**src/rtl/ram_link_pkg.sv**
```systemverilog
// Shared definitions for the RAM2 serial link: FSM states, default geometry, bit order.
package ram_link_pkg;

  typedef enum logic [1:0] {
    IDLE  = 2'd0,
    READ  = 2'd1,
    SHIFT = 2'd2,
    DONE  = 2'd3
  } state_t;

  localparam int ADDR_WIDTH_DEF = 11;
  localparam int DATA_WIDTH_DEF = 192;
  localparam int NUM_DP_DEF     = 5;

  // Must agree with the serial-in writer so a round trip reproduces the stream.
  localparam bit LSB_FIRST = 1'b1;

  function automatic int clog2(input int v);
    int r;
    r = 0;
    while ((1 << r) < v) r++;
    return r;
  endfunction

endpackage

```
**src/rtl/ram_serial_out_if.sv**
```systemverilog
// RAM2 read port plus serial-pin and status signals of the serial-out block.
interface ram_serial_out_if #(
  parameter int ADDR_WIDTH = ram_link_pkg::ADDR_WIDTH_DEF,
  parameter int DATA_WIDTH = ram_link_pkg::DATA_WIDTH_DEF
);

  logic                  start;
  logic                  ram_oe;
  logic [ADDR_WIDTH-1:0] ram_addr;
  logic [DATA_WIDTH-1:0] ram_data;
  logic                  ser;
  logic                  ser_valid;
  logic                  busy;
  logic                  done;

  modport master (
    input  start, ram_data,
    output ram_oe, ram_addr, ser, ser_valid, busy, done
  );

  modport slave (
    output start, ram_data,
    input  ram_oe, ram_addr, ser, ser_valid, busy, done
  );

endinterface

```
**src/rtl/piso_shreg.sv**
```systemverilog
// Parallel-in serial-out shift register, output bit is the next bit on the wire.
// Latency: load/shift take effect at the next rising edge; q is a flop output.
// Backpressure: none; the caller owns the shift enable.
module piso_shreg
  import ram_link_pkg::*;
#(
  parameter int DATA_WIDTH = DATA_WIDTH_DEF
) (
  input  logic                  CLK,
  input  logic                  RST,
  input  logic                  load,
  input  logic                  shift,
  input  logic [DATA_WIDTH-1:0] d,
  output logic                  q
);

  logic [DATA_WIDTH-1:0] sh;

  // Zero fill means the register is empty (q=0) once a whole word has gone out.
  always_ff @(posedge CLK) begin
    if (RST) begin
      sh <= '0;
    end else if (load) begin
      sh <= d;
    end else if (shift) begin
      sh <= LSB_FIRST ? {1'b0, sh[DATA_WIDTH-1:1]} : {sh[DATA_WIDTH-2:0], 1'b0};
    end
  end

  assign q = LSB_FIRST ? sh[0] : sh[DATA_WIDTH-1];

endmodule

```
**src/rtl/ram_serial_out.sv**
```systemverilog
// Reads NUM_DP words from RAM2 at BASE_ADDR.. and shifts each out on one line, LSB first.
// Latency: first bit RD_LAT+1 cycles after start; RD_LAT idle cycles between words.
// Backpressure: none; start while busy is dropped, done holds until restart or RST.
module ram_serial_out
  import ram_link_pkg::*;
#(
  parameter int ADDR_WIDTH = ADDR_WIDTH_DEF,
  parameter int DATA_WIDTH = DATA_WIDTH_DEF,
  parameter int NUM_DP     = NUM_DP_DEF,
  parameter int BASE_ADDR  = 0,
  parameter int RD_LAT     = 1
) (
  input logic              CLK,
  input logic              RST,
  ram_serial_out_if.master bus
);

  localparam int BW = clog2(DATA_WIDTH);
  localparam int LW = (clog2(RD_LAT) > 0) ? clog2(RD_LAT) : 1;

  state_t                state, state_nxt;
  logic [ADDR_WIDTH-1:0] widx, widx_nxt;
  logic [BW-1:0]         bcnt, bcnt_nxt;
  logic [LW-1:0]         lcnt, lcnt_nxt;
  logic                  load, shift;
  logic                  ser_q;

  logic last_lat, last_bit, last_word;
  assign last_lat  = (lcnt == LW'(RD_LAT - 1));
  assign last_bit  = (bcnt == BW'(DATA_WIDTH - 1));
  assign last_word = (widx == ADDR_WIDTH'(NUM_DP - 1));

  always_comb begin
    state_nxt = state;
    widx_nxt  = widx;
    bcnt_nxt  = bcnt;
    lcnt_nxt  = lcnt;
    load      = 1'b0;
    shift     = 1'b0;
    case (state)
      IDLE, DONE: begin
        if (bus.start) begin
          state_nxt = READ;
          widx_nxt  = '0;
          lcnt_nxt  = '0;
        end
      end
      READ: begin
        if (last_lat) begin
          load      = 1'b1;
          state_nxt = SHIFT;
          bcnt_nxt  = '0;
          lcnt_nxt  = '0;
        end else begin
          lcnt_nxt = lcnt + 1'b1;
        end
      end
      SHIFT: begin
        shift = 1'b1;
        if (last_bit) begin
          bcnt_nxt = '0;
          if (last_word) begin
            state_nxt = DONE;
          end else begin
            widx_nxt  = widx + 1'b1;
            state_nxt = READ;
          end
        end else begin
          bcnt_nxt = bcnt + 1'b1;
        end
      end
      default: state_nxt = IDLE;
    endcase
  end

  // Status outputs are registered from the next state so they line up with the FSM.
  always_ff @(posedge CLK) begin
    if (RST) begin
      state         <= IDLE;
      widx          <= '0;
      bcnt          <= '0;
      lcnt          <= '0;
      bus.ram_oe    <= 1'b0;
      bus.ram_addr  <= ADDR_WIDTH'(BASE_ADDR);
      bus.ser_valid <= 1'b0;
      bus.busy      <= 1'b0;
      bus.done      <= 1'b0;
    end else begin
      state         <= state_nxt;
      widx          <= widx_nxt;
      bcnt          <= bcnt_nxt;
      lcnt          <= lcnt_nxt;
      bus.ram_oe    <= (state_nxt == READ);
      bus.ram_addr  <= ADDR_WIDTH'(BASE_ADDR) + widx_nxt;
      bus.ser_valid <= (state_nxt == SHIFT);
      bus.busy      <= (state_nxt == READ) || (state_nxt == SHIFT);
      bus.done      <= (state_nxt == DONE);
    end
  end

  piso_shreg #(
    .DATA_WIDTH(DATA_WIDTH)
  ) u_shreg (
    .CLK  (CLK),
    .RST  (RST),
    .load (load),
    .shift(shift),
    .d    (bus.ram_data),
    .q    (ser_q)
  );

  assign bus.ser = ser_q;

endmodule

```
**src/flat_wrapper.sv**
```systemverilog
// flat-port wrapper written by rule: the top's interface ports become plain ports
module ram_serial_out_flat import ram_link_pkg::*;
#(
  parameter int ADDR_WIDTH = ADDR_WIDTH_DEF,
  parameter int DATA_WIDTH = DATA_WIDTH_DEF,
  parameter int NUM_DP     = NUM_DP_DEF,
  parameter int BASE_ADDR  = 0,
  parameter int RD_LAT     = 1
)
  (CLK, RST, bus_start, bus_ram_data, bus_ram_oe, bus_ram_addr, bus_ser, bus_ser_valid, bus_busy, bus_done);
  ram_serial_out_if #(.ADDR_WIDTH(ADDR_WIDTH), .DATA_WIDTH(DATA_WIDTH)) bus_i ();
  input logic CLK;
  input logic RST;
  input wire logic [$bits(bus_i.start)-1:0] bus_start;
  input wire logic [$bits(bus_i.ram_data)-1:0] bus_ram_data;
  output wire logic [$bits(bus_i.ram_oe)-1:0] bus_ram_oe;
  output wire logic [$bits(bus_i.ram_addr)-1:0] bus_ram_addr;
  output wire logic [$bits(bus_i.ser)-1:0] bus_ser;
  output wire logic [$bits(bus_i.ser_valid)-1:0] bus_ser_valid;
  output wire logic [$bits(bus_i.busy)-1:0] bus_busy;
  output wire logic [$bits(bus_i.done)-1:0] bus_done;
  assign bus_i.start = bus_start;
  assign bus_i.ram_data = bus_ram_data;
  assign bus_ram_oe = bus_i.ram_oe;
  assign bus_ram_addr = bus_i.ram_addr;
  assign bus_ser = bus_i.ser;
  assign bus_ser_valid = bus_i.ser_valid;
  assign bus_busy = bus_i.busy;
  assign bus_done = bus_i.done;
  ram_serial_out #(.ADDR_WIDTH(ADDR_WIDTH), .DATA_WIDTH(DATA_WIDTH), .NUM_DP(NUM_DP), .BASE_ADDR(BASE_ADDR), .RD_LAT(RD_LAT)) u_core (.CLK(CLK), .RST(RST), .bus(bus_i));
endmodule
```
**config.mk**
```make
export PLATFORM = sky130hd
export DESIGN_NAME = ram_serial_out_flat
export DESIGN_NICKNAME = d
export VERILOG_FILES = /design/src/rtl/ram_link_pkg.sv /design/src/rtl/ram_serial_out_if.sv /design/src/rtl/piso_shreg.sv /design/src/rtl/ram_serial_out.sv /design/src/flat_wrapper.sv
export SDC_FILE = /design/constraint.sdc
export NUM_CORES = 1
export LEC_CHECK = 0
export BUFFER_PORTS_ARGS = -buffer_cell sky130_fd_sc_hd__buf_2
export CAP_MARGIN = 25
export CORE_MARGIN = 4
export CORE_UTILIZATION = 55
export DETAILED_ROUTE_END_ITERATION = 16
export PLACE_DENSITY = 0.87
export SYNTH_ARGS = -nofsm -noshare
export SYNTH_HDL_FRONTEND = slang
export SYNTH_SLANG_ARGS = --single-unit
```
**constraint.sdc**
```tcl
create_clock -name CLK -period 2.7 [get_ports CLK]
set_input_delay 0.54 -clock CLK [delete_from_list [all_inputs] [get_ports CLK]]
set_output_delay 0.54 -clock CLK [all_outputs]
set_load 0.01 [all_outputs]
```
### After elaboration in Yosys (flattened, before gate mapping)

Index checks and enable logic that the tools add are counted.

| storage, ports and cells | value |
|---|---|
| register bits | 218 |
| output and inout bits | 16 |
| input bits | 195 |
| logic and storage cells | 54 |

| cells by class | value |
|---|---|
| add/subtract/negate cells | 3 |
| equality and inequality tests | 12 |
| reduce and logical (&&, ||, !) cells | 10 |
| mux-type cells | 20 |

Operator list:

| cell | number |
|---|---|
| $mux W192 | 2 |
| $mux W11 | 3 |
| $pmux W11 S2 | 1 |
| $mux W8 | 2 |
| $pmux W8 S2 | 1 |
| $add A11 B1 Y11 const B | 1 |
| $eq A11 B3 Y1 const B | 1 |
| $add A8 B1 Y8 const B | 1 |
| $eq A2 B2 Y1 const B | 4 |
| $eq A8 B8 Y1 const B | 1 |
| $mux W2 | 4 |
| $reduce_bool A2 Y1 | 4 |
| $ne A2 B2 Y1 const B | 3 |
| $pmux W2 S3 | 1 |
| $mux W1 | 5 |
| $eq A2 B1 Y1 const B | 2 |
| $reduce_and A2 Y1 | 2 |
| $reduce_and A4 Y1 | 1 |
| $logic_not A2 Y1 | 1 |
| $ne A2 B1 Y1 const B | 1 |
| $pmux W1 S2 | 1 |
| $reduce_or A2 Y1 | 1 |
| $add A1 B1 Y1 const B | 1 |
| $logic_or A1 B1 Y1 | 1 |

### Depth between registers and ports, before layout

Gate-level depths: netlist of run 1.

| logic depth | value |
|---|---|
| depth after elaboration | 6 |
| gate-level depth with buffers | 9 |
| mapped depth without buffers | 8 |

### Modules after synthesis

From an unflattened synthesis of run 1, not the netlist that was laid out.

| second synthesis, totals | value |
|---|---|
| cell total of the unflattened synthesis | 1005 |
| area total of the unflattened synthesis | 11129.4 um^2 |

By module, submodules not included:

| module | area each (um^2) | times used | cells an instance |
|---|---|---|---|
| piso_shreg | 9819.4 | 1 | 854 |
| ram_serial_out | 1310.0 | 1 | 151 |

### Worst setup path after synthesis of run 1

OpenSTA, ideal clock, no wires.

| timing | value |
|---|---|
| path type | register -> register |
| start | reg u_core.state[0] |
| end | reg u_core.bus.busy |
| clock period less this slack | 1.963 ns |
| slack | 0.737 ns |
| setup time | 0.067 ns |
| data arrival time | 1.897 ns |
| required time | 2.633 ns |
| buffers on the path | 3 |
| stages on the path, launching flop included | 9 |
| path through | dfxtp_1 -> inv_1 -> ha_1 -> buf_2 -> clkbuf_1 -> clkbuf_1 -> o22a_1 -> ha_1 -> nor2_1 |

| on the way | value |
|---|---|
| word-level cells in the longest chain between the ends | 5 |
| elaborated cells on any way between the ends | 12 |
| classes of those cells | eq/ne: 5; mux: 4; reduce/logical: 3 |

Ends and longest elaborated chain:

| element | line | RTL |
|---|---|---|
| from (decl) | ram_serial_out.sv:21 | `state_t state, state_nxt;` |
| from (signal assigned) | ram_serial_out.sv:89 | `state <= state_nxt;` |
| $eq A2 B2 Y1 or $logic_not A2 Y1 (tied branches) | ram_serial_out.sv:40 | `case (state)` |
| $reduce_or A2 Y1 | ram_serial_out.sv:40 |  |
| $pmux W2 S3 * | ram_serial_out.sv:40 |  |
| net u_core.state_nxt[0] | ram_serial_out.sv:21 |  |
| $eq A2 B1 Y1 or $eq A2 B2 Y1 (tied branches) | ram_serial_out.sv:96 | `bus.busy <= (state_nxt == READ) \|\| (state_nxt == SHIFT);` |
| $logic_or A1 B1 Y1 * | ram_serial_out.sv:96 |  |
| to (signal assigned) | ram_serial_out.sv:96 |  |
| to (decl) | ram_serial_out_if.sv:18 | `output ram_oe, ram_addr, ser, ser_valid, busy, done` |

The timed path passes the listed nets; every way through them passes the cells marked *.
A chain may end at the register's enable or synchronous reset.

### Worst setup path after layout of run 1

| timing | value |
|---|---|
| start | reg u_core.state[0] |
| end | reg u_core.u_shreg.sh[84] |

| on the way | value |
|---|---|
| word-level cells in the longest chain between the ends | 3 |
| elaborated cells on any way between the ends | 6 |
| classes of those cells | eq/ne: 2; mux: 3; reduce/logical: 1 |

Ends and longest elaborated chain:

| element | line | RTL |
|---|---|---|
| $eq A2 B1 Y1 or $eq A2 B2 Y1 (tied branches) | ram_serial_out.sv:40 |  |
| $mux W1 | ram_serial_out.sv:40 |  |
| $mux W192 or $reduce_bool A2 Y1 (tied branches) | n/a |  |
| to (signal assigned) | piso_shreg.sv:26 | `sh <= LSB_FIRST ? {1'b0, sh[DATA_WIDTH-1:1]} : {sh[DATA_WIDTH-2:0], 1'b0};` |
| to (decl) | piso_shreg.sv:17 | `logic [DATA_WIDTH-1:0] sh;` |

Parallel ways exist; a longest one is shown, timed or not.

==> summary.txt, run 1 <==
Placement
  • Dpl ws: 488 ps
  • DP HPWL: approximately 15,000 um
  • Routability Congestion: about 0.83
  • Area after DPL: 0.0110 mm2
  • Placed Instances: roughly 1,500
  • I/O Buffers: 210

Power
  • Part of the power in registers: between 40% and 50%
  • PD cells: between 700 and 800 mW/mm2
  • Logic pwr share: between 20% and 30%
  • Sw Pwr: about 2700 uW
  • Net Sw Frac: 30.1%
  • Internal power: 6220 uW
  • VDD IR max: 0.522 mV
  • Power share of the clock group: 33.2%
  • Leak: between 0.004 and 0.005 uW

Hold path
  • Hold Path End: u_core.bcnt[0]
  • Hold crit path type: in2reg
  • Worst Hold Depth: 2
  • Hold_sp: RST

Critical path
  • CP startpoint: u_core.state[0]
  • CP Launch Type: flip-flop
  • Worst-path cell chain: inv_1, ha_4, buf_12, buf_4, nor2_1, a21oi_1, nor2_1
  • Crit Reg-Reg Endpoint: u_core.u_shreg.sh[84]
  • Largest stage delay, worst path: roughly 530 ps
  • Slack of the worst reg-to-reg path: 460 ps
  • Critical path type: reg2reg
  • Crit-path max FO: 50
  • Arrival @ worst endpoint: 2600 ps
  • Worst r2r path cells: 7
  • Cell repeated most along the worst path: nor2_1
  • Worst r2r src: u_core.state[0]
  • Req. time, crit path: between 3000 and 4000 ps
  • Crit. End Element: flip-flop
  • Worst path slowest cell: ha_4

Clock network
  • Cts hold-fix bufs: 0
  • Maximum clock path buffer count: 3
  • Clk slew on worst S/H paths: 60 ps
  • CTS tree: yes
  • Gates resized, CTS repair: 0
  • Root Buffer: clkbuf_16
  • Post-CTS Setup Inserts: 0
  • Num Clock Sinks: between 200 and 250
  • H-tree Lvls: 1
  • CTS Buf Count: 23
  • Clock latency on the worst-skew pair: around 480 ps

Yosys
  • Sequential fraction of the synthesis area: 43.9%
  • Number of synthesized flops with an enable pin: 0
  • Syn Nets: around 1,400
  • Synth cell types: 40
  • Synthesis-stage register bit count: 217
  • Main flop type after synthesis: dfxtp_1
  • Yosys warns: 0
  • Average size of a mapped cell: between 8 and 9 um2
  • FFs w/ async S/R, synth: 0%
  • Synthesized area: 0.00989 mm2
  • Syn Inst Count: between 1,000 and 1,500

STA
  • Worst Skew: roughly 12 ps
  • Final setup viols: 0
  • Tcrit/Tclk final: 83.0%
  • Hold Vio Cnt, Final: 0
  • Post-route setup slack: roughly 460 ps
  • Max-slew headroom: about half
  • Final Max Tran Viols: 0
  • Tightest Pin Transition: 732 ps
  • FMAX: around 450 MHz
  • Final min period: between 2000 and 2500 ps
  • Setup_tns: 0 ps
  • RSZ-0062 raised after global routing: false

Final layout
  • Area grow syn2layout: 18.9%
  • Share of layout cells above drive strength 1: between 10% and 20%
  • Most frequent cells in the layout: nor2_1, dfxtp_1, buf_2, a21oi_1, mux2i_1
  • Nets: ~1,600
  • Final instance area: between 0.01 and 0.015 mm2
  • Final cell count without fillers: approximately 1,600
  • Most common cell after layout, fill and taps aside: nor2_1

Global route
  • Global-route usage over all layers: 20.3%
  • Vias in the first global route: between 7,000 and 8,000
  • Initial antenna violation count: 1
  • Overflow after GRT: 0
  • First-pass GRT wire length: 35,200 um
  • Largest net degree at the start of global routing: about 140

Run
  • Maxcap violations: 0

Floorplanning
  • Io pins: between 200 and 250
  • Die H: around 140 um
  • Core area: 0.0175 mm2
  • Die Width: 142 um
  • Die area: 0.0202 mm2
  • Row Count: 48
  • Initial Utilization: between 50% and 60%

Outcome
  • Status: finished clean

Route
  • Final WL: between 20,000 and 25,000 um
  • Via count: approximately 8,500
  • Drt pass-1 iters: 5
  • # DRC: 0
  • WL/cell: between 10 and 15 um
  • Antenna Nets Post-Route: 0
  • Via density per instance: about 5.3
  • DR iter-0 viols: 430
==> sequential cells by signal (all words and copies together), names as in the netlist <==
register              count
u_core.bus.busy           1
u_core.bus.ram_addr      11
u_core.bus.ser_valid      1
u_core.bus.done           1
u_core.u_shreg.sh       192
u_core.bus.ram_oe         1
u_core.bcnt               8
u_core.state              2
==> stage by stage <==
| step | hold WS, ps | power, uW | util, % |
|---|---|---|---|
| after floorplan | 454 | 5510 | - |
| after global placement | 466 | 5940 | 63.2 |
| after detailed placement | 476 | 6000 | 63.2 |
| after CTS | 293 | 8970 | 67.3 |
| after global routing | 310 | 9390 | 67.3 |
| final | 322 | 8900 | 67.3 |
==> cell usage after synthesis (all sizes together), types with 2 or more instances <==
cell type | n | area share [%]
nand2b | 3 | 0.19
and3 | 5 | 0.32
nor3 | 4 | 0.20
o22ai | 2 | 0.13
a21oi | 195 | 9.9
or3 | 2 | 0.13
nand4 | 2 | 0.13
and4bb | 3 | 0.38
nor2 | 393 | 15
ha | 8 | 1.0
mux2i | 193 | 20
nor2b | 6 | 0.38
inv | 7 | 0.27
and4 | 2 | 0.18
buf | 50 | 2.7
nand3 | 11 | 0.56
a31oi | 12 | 0.76
a21o | 4 | 0.30
dfxtp | 217 | 44
xor2 | 4 | 0.35
clkbuf | 42 | 1.6
o21ai | 6 | 0.30
xnor2 | 2 | 0.18
nand2 | 4 | 0.15
o22a | 2 | 0.18
nor4b | 2 | 0.30
o21a | 2 | 0.15
==> critical path, delay by kind of cell (launching register included) <==
family / cells / cell delay, ps
buffers and inverters: 3 / 770
and+or+nand+nor: 2 / 140
adders and majority gates: 1 / 530
AOI/OAI and AO/OA: 1 / 170
DFF: 1 / 470
==> layer usage <==
| layer | wire (um) | vias to the layer above | global-route usage, % |
|---|---|---|---|
| li1 | - | 4354 | - |
| met3 | 1400 | 50 | 3.76 |
| met1 | 9370 | 3845 | 26.1 |
| met2 | 10500 | 224 | 34.4 |
| met4 | 644 | 0 | 7.12 |
| met5 | 0 | - | 0 |
==> power by group through the flow <==
| stage | sequential (uW) | clock (uW) | combinational, uW |
|---|---|---|---|
| 2_1_floorplan | 3650 | 0 | 1870 |
| 3_3_place_gp | 3670 | 0 | 2270 |
| 3_5_place_dp | 3680 | 0 | 2320 |
| 4_1_cts | 3610 | 3020 | 2340 |
| 5_1_grt | 3640 | 3150 | 2590 |
| 6_report | 3610 | 2950 | 2330 |
==> cell type report <==
cell class / count / area (um2)
fill: 1378 / 5720
multi-input combinational: 876 / 5110
sequential: 217 / 4340
timing repair buffer: 224 / 1270
clock buffer: 37 / 698
tap: 225 / 282
inverter: 7 / 26.3
clock inverter: 4 / 20.0
antenna: 1 / 2.50
==> cells by family (layout without fill, tap and decap cells) <==
family / Yosys count / in the layout / share of synthesized area [%]
buffers and inverters: 99 / 272 / 4.61
other: 0 / 1 / 0
XOR/XNOR: 6 / 6 / 0.532
AO/OA/AOI/OAI: 226 / 226 / 12.0
flip-flops: 217 / 217 / 43.9
AND/OR/NAND/NOR: 443 / 443 / 18.4
adder cells (fa/ha/maj): 8 / 8 / 1.01
multiplexers: 193 / 193 / 19.5
==> how the worst max path moves through the flow <==
stage                                 end  slack, ps  cells after the start
floorplan                 u_core.bus.busy        740                      8
global placement    u_core.u_shreg.sh[75]        610                      7
detailed placement  u_core.u_shreg.sh[81]        490                      7
CTS                 u_core.u_shreg.sh[84]        450                      7
global route        u_core.u_shreg.sh[84]        290                      7
finish              u_core.u_shreg.sh[84]        460                      7
(Power assumes the default switching activity.)
==> run 2: changes to the inputs <==
--- a/config.mk
+++ b/config.mk
@@ -5,12 +5,13 @@
 export SDC_FILE = /design/constraint.sdc
 export NUM_CORES = 1
 export LEC_CHECK = 0
+export ABC_AREA = 1
 export BUFFER_PORTS_ARGS = -buffer_cell sky130_fd_sc_hd__buf_2
 export CAP_MARGIN = 25
 export CORE_MARGIN = 4
-export CORE_UTILIZATION = 55
+export CORE_UTILIZATION = 56
 export DETAILED_ROUTE_END_ITERATION = 16
-export PLACE_DENSITY = 0.87
+export PLACE_DENSITY = 0.88
 export SYNTH_ARGS = -nofsm -noshare
 export SYNTH_HDL_FRONTEND = slang
 export SYNTH_SLANG_ARGS = --single-unit
==> constraint.sdc (replaced) <==
create_clock -name CLK -period 2.2 [get_ports CLK]
set_input_delay 0.44 -clock CLK [delete_from_list [all_inputs] [get_ports CLK]]
set_output_delay 0.44 -clock CLK [all_outputs]
set_load 0.01 [all_outputs]
==> run 2 against run 1 <==
Setup slack got worse by 130 ps. Die area rose by 7.3%. Register-to-register slack got worse by 130 ps. Final cell count rose by 31%. First-iteration DRC count rose by 22%. Utilization fell by 0.17 points. Sequential cell count did not move. Sequential power rose by 27%. Power rose by 22%. Critical endpoint is now u_core.bus.busy. Highest routed layer is now met5.
==> summary.txt, run 2 <==
Yosys
  • Syn Inst Count: 1,663 (+40%)
  • Area contributors post-synth: dfxtp_1, o21ai_0, inv_1
  • Synthesis-stage register bit count: 217 (unchanged)
  • Syn Nets: 1,866 (+34%)
  • Share of the synthesized area in the top cell type: 40.1% (-3.9 points)
  • Number of synthesized flops with an enable pin: 0 (unchanged)
  • Most common cell in the netlist: inv_1
  • Sequential fraction of the synthesis area: 40.1% (-3.9 points)
  • Commonest cells in the netlist: inv_1, o21ai_0, nand2_1
  • Average size of a mapped cell: 6.52 um2 (-21%)
  • Synthesized area: 0.0108 mm2 (+9.6%)
  • FFs w/ async S/R, synth: 0% (unchanged)
  • Post-synth top area cell: dfxtp_1
  • Yosys warns: 0 (unchanged)
  • Main flop type after synthesis: dfxtp_1
  • Synth cell types: 33 (-18%)

Final layout
  • Biggest register: u_core.u_shreg.sh
  • Most common cell after layout, fill and taps aside: inv_1
  • Reg area: 0.00434 mm2 (unchanged)
  • Area grow syn2layout: 17.0%
  • Largest regs: u_core.u_shreg.sh (192), u_core.bus.ram_addr (11), u_core.bcnt (8)
  • Diodes inserted: 0 (-1)
  • FILL cells: 1,618 (+17%)
  • Multi-input gate area: 0.00441 mm2 (-14%)
  • Nets: 2,005 (+29%)
  • Share of layout cells above drive strength 1: 15.1% (-4.3 points)
  • Max FFs per register: 192 (unchanged)
  • Most frequent cells in the layout: inv_1, o21ai_0, nand2_1, dfxtp_1, buf_2

Floorplanning
  • Io pins: 211 (unchanged)
  • Core area: 0.0189 mm2 (+8.1%)
  • Die Width: 147 um (+3.6%)
  • Die area: 0.0216 mm2 (+7.3%)
  • Initial Utilization: 57.4% (+0.81 points)
  • Die H: 147 um (+3.6%)
  • Row Count: 50 (+4.2%)

Critical path
  • Crit-path max FO: 9 (-82%)
  • Crit. End Element: flip-flop
  • CP Launch Type: flip-flop
  • Critical path type: reg2reg
  • Arrival @ worst endpoint: 2300 ps (-300 ps)
  • Req. time, crit path: 2630 ps (-420 ps)

Global route
  • Initial antenna violation count: 1 (unchanged)
  • Global-route usage over all layers: 20.5% (+0.15 points)
  • Overflow after GRT: 0 (unchanged)
  • Vias in the first global route: 8,965 (+14%)
  • Largest net degree at the start of global routing: 151 (+10%)
  • First-pass GRT wire length: 38,900 um (+11%)

Route
  • Drt pass-1 iters: 5 (unchanged)
  • Via density per instance: 4.93 (-7.5%)
  • DR iter-0 viols: 525 (+22%)
  • # DRC: 0 (unchanged)
  • WL/cell: 11.3 um (-18%)
  • Final WL: 23,500 um (+7.3%)
  • Via count: 10,200 (+21%)
  • Antenna Nets Post-Route: 0 (unchanged)

STA
  • Tcrit/Tclk final: 84.9% (+1.9 points)
  • FMAX: 535 MHz (+20%)
  • Worst Skew: 15.6 ps (+3.51 ps)
  • Tightest Pin Transition: 512 ps (-220 ps)
  • Setup_tns: 0 ps (unchanged)
  • Final min period: 1870 ps (-373 ps)
  • Final setup viols: 0 (unchanged)
  • Hold Vio Cnt, Final: 0 (unchanged)
  • Max-slew headroom: 65.8% (+15 points)
  • RSZ-0062 raised after global routing: false
  • Final Max Tran Viols: 0 (unchanged)

Placement
  • I/O Buffers: 210 (unchanged)
  • DP HPWL: 15,700 um (+7.1%)
  • Routability Congestion: 0.905 (+9.3%)

Clock network
  • Clk slew on worst S/H paths: 60 ps (about the same)
  • CTS tree: yes
  • Maximum clock path buffer count: 3 (unchanged)
  • H-tree Lvls: 1 (unchanged)
  • CTS Buf Count: 23 (unchanged)
  • Root Buffer: clkbuf_16
  • Gates resized, CTS repair: 0 (unchanged)
  • Cts hold-fix bufs: 0 (unchanged)
  • Clock latency on the worst-skew pair: 500 ps (+20 ps)
  • Num Clock Sinks: 217 (unchanged)
  • Post-CTS Setup Inserts: 0 (unchanged)

Power
  • Final Power: 10,900 uW (+22%)
  • Leak: 0.00653 uW (+35%)
  • VDD IR max: 0.560 mV (+7.3%)
  • PD cells: 859 mW/mm2 (+14%)

Outcome
  • Status: finished clean

Hold path
  • Hold crit path type: in2reg

Run
  • Maxcap violations: 0 (unchanged)
==> run 2: cell types whose count changed in the layout (fill, tap and decap cells not counted), sizes merged, moves of 4 or more <==
cell	previous run	this run
a21o	4	0
a21oi	195	205
a31oi	12	0
and3	5	0
bufinv	0	4
clkbuf	37	30
inv	7	412
mux2i	193	0
nand2	4	250
nor2	393	48
nor2b	6	0
o21ai	6	386
==> run 2: area by class of cell <==
type                       count  share of cell area [%]
clock buffer                  30                    5.06
clock inverter                10                    1.26
inverter                     412                    12.2
multi-input combinational    924                    34.8
sequential                   217                    34.3
tap                          260                    2.57
timing repair buffer         224                    9.86
==> run 2: path summary, 6_finish.rpt <==
path                               start                      to  slack [ps]  depth (start not counted)
setup / recovery         u_core.state[0]         u_core.bus.busy         330                         11
hold reg to reg   u_core.u_shreg.sh[191]  u_core.u_shreg.sh[191]         470                          2
setup reg to reg         u_core.state[0]         u_core.bus.busy         330                         11
hold / removal         bus_ram_data[191]  u_core.u_shreg.sh[191]         220                          3
==> run 2: cells by family (layout without fill, tap and decap cells) <==
group | after synthesis | after routing | synth area share, %
AO/OA/AOI/OAI | 594 | 594 | 27.5
buffers and inverters | 522 | 676 | 19.5
XOR/XNOR | 2 | 2 | 0.162
flip-flops | 217 | 217 | 40.1
adder cells (fa/ha/maj) | 8 | 8 | 0.924
AND/OR/NAND/NOR | 319 | 319 | 11.8
multiplexers | 1 | 1 | 0.104
==> run 2: report_power, final <==
part           internal [uW]  switching [uW]
Sequential              4460             142
Clock                   2520            1530
Combinational            814            1430
Total                   7790            3100
==> run 2: critical path: stages, from the launching register on <==
cell     delay [ps]
dfxtp_1         330
inv_1           130
ha_4            200
nand2_1          60
nor2_1          120
nand3_2         130
nand2_1         150
nand3_1          80
nand2_1         120
inv_1            70
ha_1            300
nor2_1          110
==> run 2: per-layer routing <==
metal / vias to the layer above / routed length, um / track usage (%)
li1: 5404 / - / -
met1: 4515 / 10100 / 26.2
met2: 264 / 11300 / 35.3
met3: 50 / 1530 / 3.89
met4: 2 / 566 / 5.87
met5: - / 13 / 0
==> run 2: stage by stage <==
| step | setup slack [ps] | cells | cell area (um2) | hold slack (ps) | utilization (%) |
|---|---|---|---|---|---|
| 2_1_floorplan | 435 | 1663 | 10800 | 442 | - |
| 3_3_place_gp | 438 | 2037 | 11900 | 452 | 62.9 |
| 3_5_place_dp | 350 | 2037 | 11900 | 457 | 62.9 |
| 4_1_cts | 333 | 2077 | 12700 | 198 | 67.1 |
| 5_1_grt | 218 | 2077 | 12700 | 203 | 67.1 |
| 6_report | 332 | 2077 | 12700 | 217 | 67.1 |
==> run 3: changes to the inputs <==
--- a/config.mk
+++ b/config.mk
@@ -5,13 +5,13 @@
 export SDC_FILE = /design/constraint.sdc
 export NUM_CORES = 1
 export LEC_CHECK = 0
-export ABC_AREA = 1
+export ABC_AREA = 0
 export BUFFER_PORTS_ARGS = -buffer_cell sky130_fd_sc_hd__buf_2
 export CAP_MARGIN = 25
 export CORE_MARGIN = 4
-export CORE_UTILIZATION = 56
+export CORE_UTILIZATION = 49
 export DETAILED_ROUTE_END_ITERATION = 16
-export PLACE_DENSITY = 0.88
+export PLACE_DENSITY = 0.83
 export SYNTH_ARGS = -nofsm -noshare
 export SYNTH_HDL_FRONTEND = slang
 export SYNTH_SLANG_ARGS = --single-unit
==> constraint.sdc (replaced) <==
create_clock -name CLK -period 1.6 [get_ports CLK]
set_input_delay 0.32 -clock CLK [delete_from_list [all_inputs] [get_ports CLK]]
set_output_delay 0.32 -clock CLK [all_outputs]
set_load 0.01 [all_outputs]
==> run 3 against run 2 <==
The flow now finishes with violations (negative setup slack). Largest cell class unchanged. First-iteration DRC count fell by 22%. Routed wire length rose by 13%. Count of clock-buffer cells in the layout rose by 8. Sequential cell count did not move.
==> summary.txt, run 3 (synthesis gave the netlist of run 1 again) <==
Clock network
  • CTS Buf Count: 24 (+4.3%)
  • Num Clock Sinks: 217 (unchanged)
  • Clock latency on the worst-skew pair: 500 ps (about the same)
  • Root Buffer: clkbuf_16
  • Cts hold-fix bufs: 0 (unchanged)
  • Maximum clock path buffer count: 3 (unchanged)
  • Clk slew on worst S/H paths: 60 ps (about the same)
  • CTS tree: yes
  • H-tree Lvls: 1 (unchanged)

Route
  • Final WL: 26,600 um (+13%)
  • WL/cell: 15.5 um (+37%)
  • DR iter-0 viols: 407 (-22%)
  • Antenna Nets Post-Route: 0 (unchanged)
  • Via density per instance: 5.30 (+7.6%)
  • Via count: 9,084 (-11%)
  • Drt pass-1 iters: 5 (unchanged)
  • # DRC: 0 (unchanged)

Outcome
  • Failing checks: negative setup slack
  • Status: finished, violations left

STA
  • Tcrit/Tclk final: 112% (+27 points)
  • Tightest Pin Transition: 520 ps (+7.46 ps)
  • Worst hold margin: 117 ps (-100 ps)
  • Final setup viols: 198 (+198)
  • FMAX: 559 MHz (+4.4%)
  • Hold Vio Cnt, Final: 0 (unchanged)
  • Final Max Tran Viols: 0 (unchanged)
  • Final min period: 1790 ps (-78.1 ps)
  • RSZ-0062 raised after global routing: true
  • Post-route setup slack: -190 ps (-522 ps)
  • Worst Skew: 9.37 ps (-6.23 ps)
  • Max-slew headroom: 65.4% (-0.50 points)

Final layout
  • Biggest register: u_core.u_shreg.sh
  • Share of layout cells above drive strength 1: 27.8% (+13 points)
  • Nets: 1,637 (-18%)
  • Reg area: 0.00435 mm2 (+0.12%)
  • Max FFs per register: 192 (unchanged)
  • FILL cells: 1,507 (-6.9%)
  • Diodes inserted: 0 (unchanged)
  • Area grow syn2layout: 35.1%
  • Most common cell after layout, fill and taps aside: nor2_1
  • Largest regs: u_core.u_shreg.sh (192), u_core.bus.ram_addr (11), u_core.bcnt (8)
  • Most frequent cells in the layout: nor2_1, dfxtp_1, buf_2, a21oi_1, mux2i_1
  • Multi-input gate area: 0.00541 mm2 (+23%)

Critical path
  • Crit. End Element: flip-flop
  • Worst path slowest cell: dfxtp_2
  • CP Launch Type: flip-flop
  • Cell repeated most along the worst path: ha_4
  • Critical path type: reg2reg
  • Arrival @ worst endpoint: 2180 ps (-120 ps)
  • Crit-path max FO: 7 (-2)
  • Worst-path cell chain: inv_2, ha_4, clkbuf_2, o21ai_1, o31ai_4, or2_1, ha_4, nor2_1
  • Req. time, crit path: 1990 ps (-640 ps)
  • Largest stage delay, worst path: 330 ps (about the same)

Placement
  • I/O Buffers: 210 (unchanged)
  • Routability Congestion: 0.829 (-8.4%)
  • DP HPWL: 16,000 um (+2.1%)
  • Dpl ws: -135 ps (-485 ps)

Global route
  • Initial antenna violation count: 0 (-1)
  • Largest net degree at the start of global routing: 112 (-26%)
  • First-pass GRT wire length: 38,700 um (-0.60%)
  • Vias in the first global route: 8,457 (-5.7%)
  • Global-route usage over all layers: 20.5% (about the same)
  • Overflow after GRT: 0 (unchanged)

Floorplanning
  • Io pins: 211 (unchanged)
  • Die H: 150 um (+2.0%)
  • Core area: 0.0197 mm2 (+4.0%)
  • Die area: 0.0225 mm2 (+4.0%)
  • Row Count: 51 (+2.0%)
  • Initial Utilization: 50.3% (-7.1 points)
  • Die Width: 150 um (+2.0%)

Hold path
  • Hold crit path type: in2reg

Power
  • VDD IR max: 0.801 mV (+43%)
  • PD cells: 1280 mW/mm2 (+49%)
  • Leak: 0.00552 uW (-16%)
  • Final Power: 17,100 uW (+57%)

Run
  • Maxcap violations: 0 (unchanged)
==> run 3: what timing repair did <==
item,CTS,global route
cloned,3,15
setup endpoints to repair,66,209
setup buffers,7,5
gates resized for setup,25,55
pin swaps,4,7
==> run 3: critical path: cells and delay by family, from the launching register on <==
kind	cells	cell delay (ps)
and+or+nand+nor	2	310
DFF	1	330
buffers and inverters	2	200
AOI/OAI and AO/OA	2	290
adders and majority gates	2	550
==> run 3: path summary, 6_finish.rpt <==
kind,slack [ps],cells past startpoint,start,endpoint
setup / recovery,-190,8,u_core.state[0],u_core.bus.busy
hold / removal,120,2,RST,u_core.bus.busy
setup reg to reg,-190,8,u_core.state[0],u_core.bus.busy
hold reg to reg,480,2,u_core.u_shreg.sh[7],u_core.u_shreg.sh[7]
==> run 3: cell type report <==
| cell class | instances | share of cell area [%] |
|---|---|---|
| tap | 265 | 2.48 |
| sequential | 217 | 32.6 |
| clock buffer | 38 | 5.65 |
| clock inverter | 2 | 0.347 |
| multi-input combinational | 876 | 40.5 |
| timing repair buffer | 308 | 18.2 |
| inverter | 7 | 0.197 |
==> run 3: through the flow <==
step	instances	cell area, um2	util (%)	TNS [ps]
detailed placement	1645	11700	59.3	-810
finish	1713	13400	68.0	-10610
global placement	1645	11700	59.3	-169
CTS	1695	12700	64.8	-1820
floorplan	1192	9950	-	-256
global route	1713	13400	68.0	-28980
==> run 3: routing by layer <==
layer	up-vias	track usage, %	part of all wire (%)
met5	-	0	0
met1	4223	25.2	41
li1	4524	-	-
met2	276	35.9	50
met3	61	3.97	6.3
met4	0	6.95	2.5
==> run 3: report_power, final <==
group | leakage, uW | internal, uW | switching [uW]
clock | 0.000393 | 3370 | 2120
combinational | 0.00337 | 2770 | 2750
sequential | 0.00176 | 5860 | 254
total | 0.00552 | 12000 | 5120
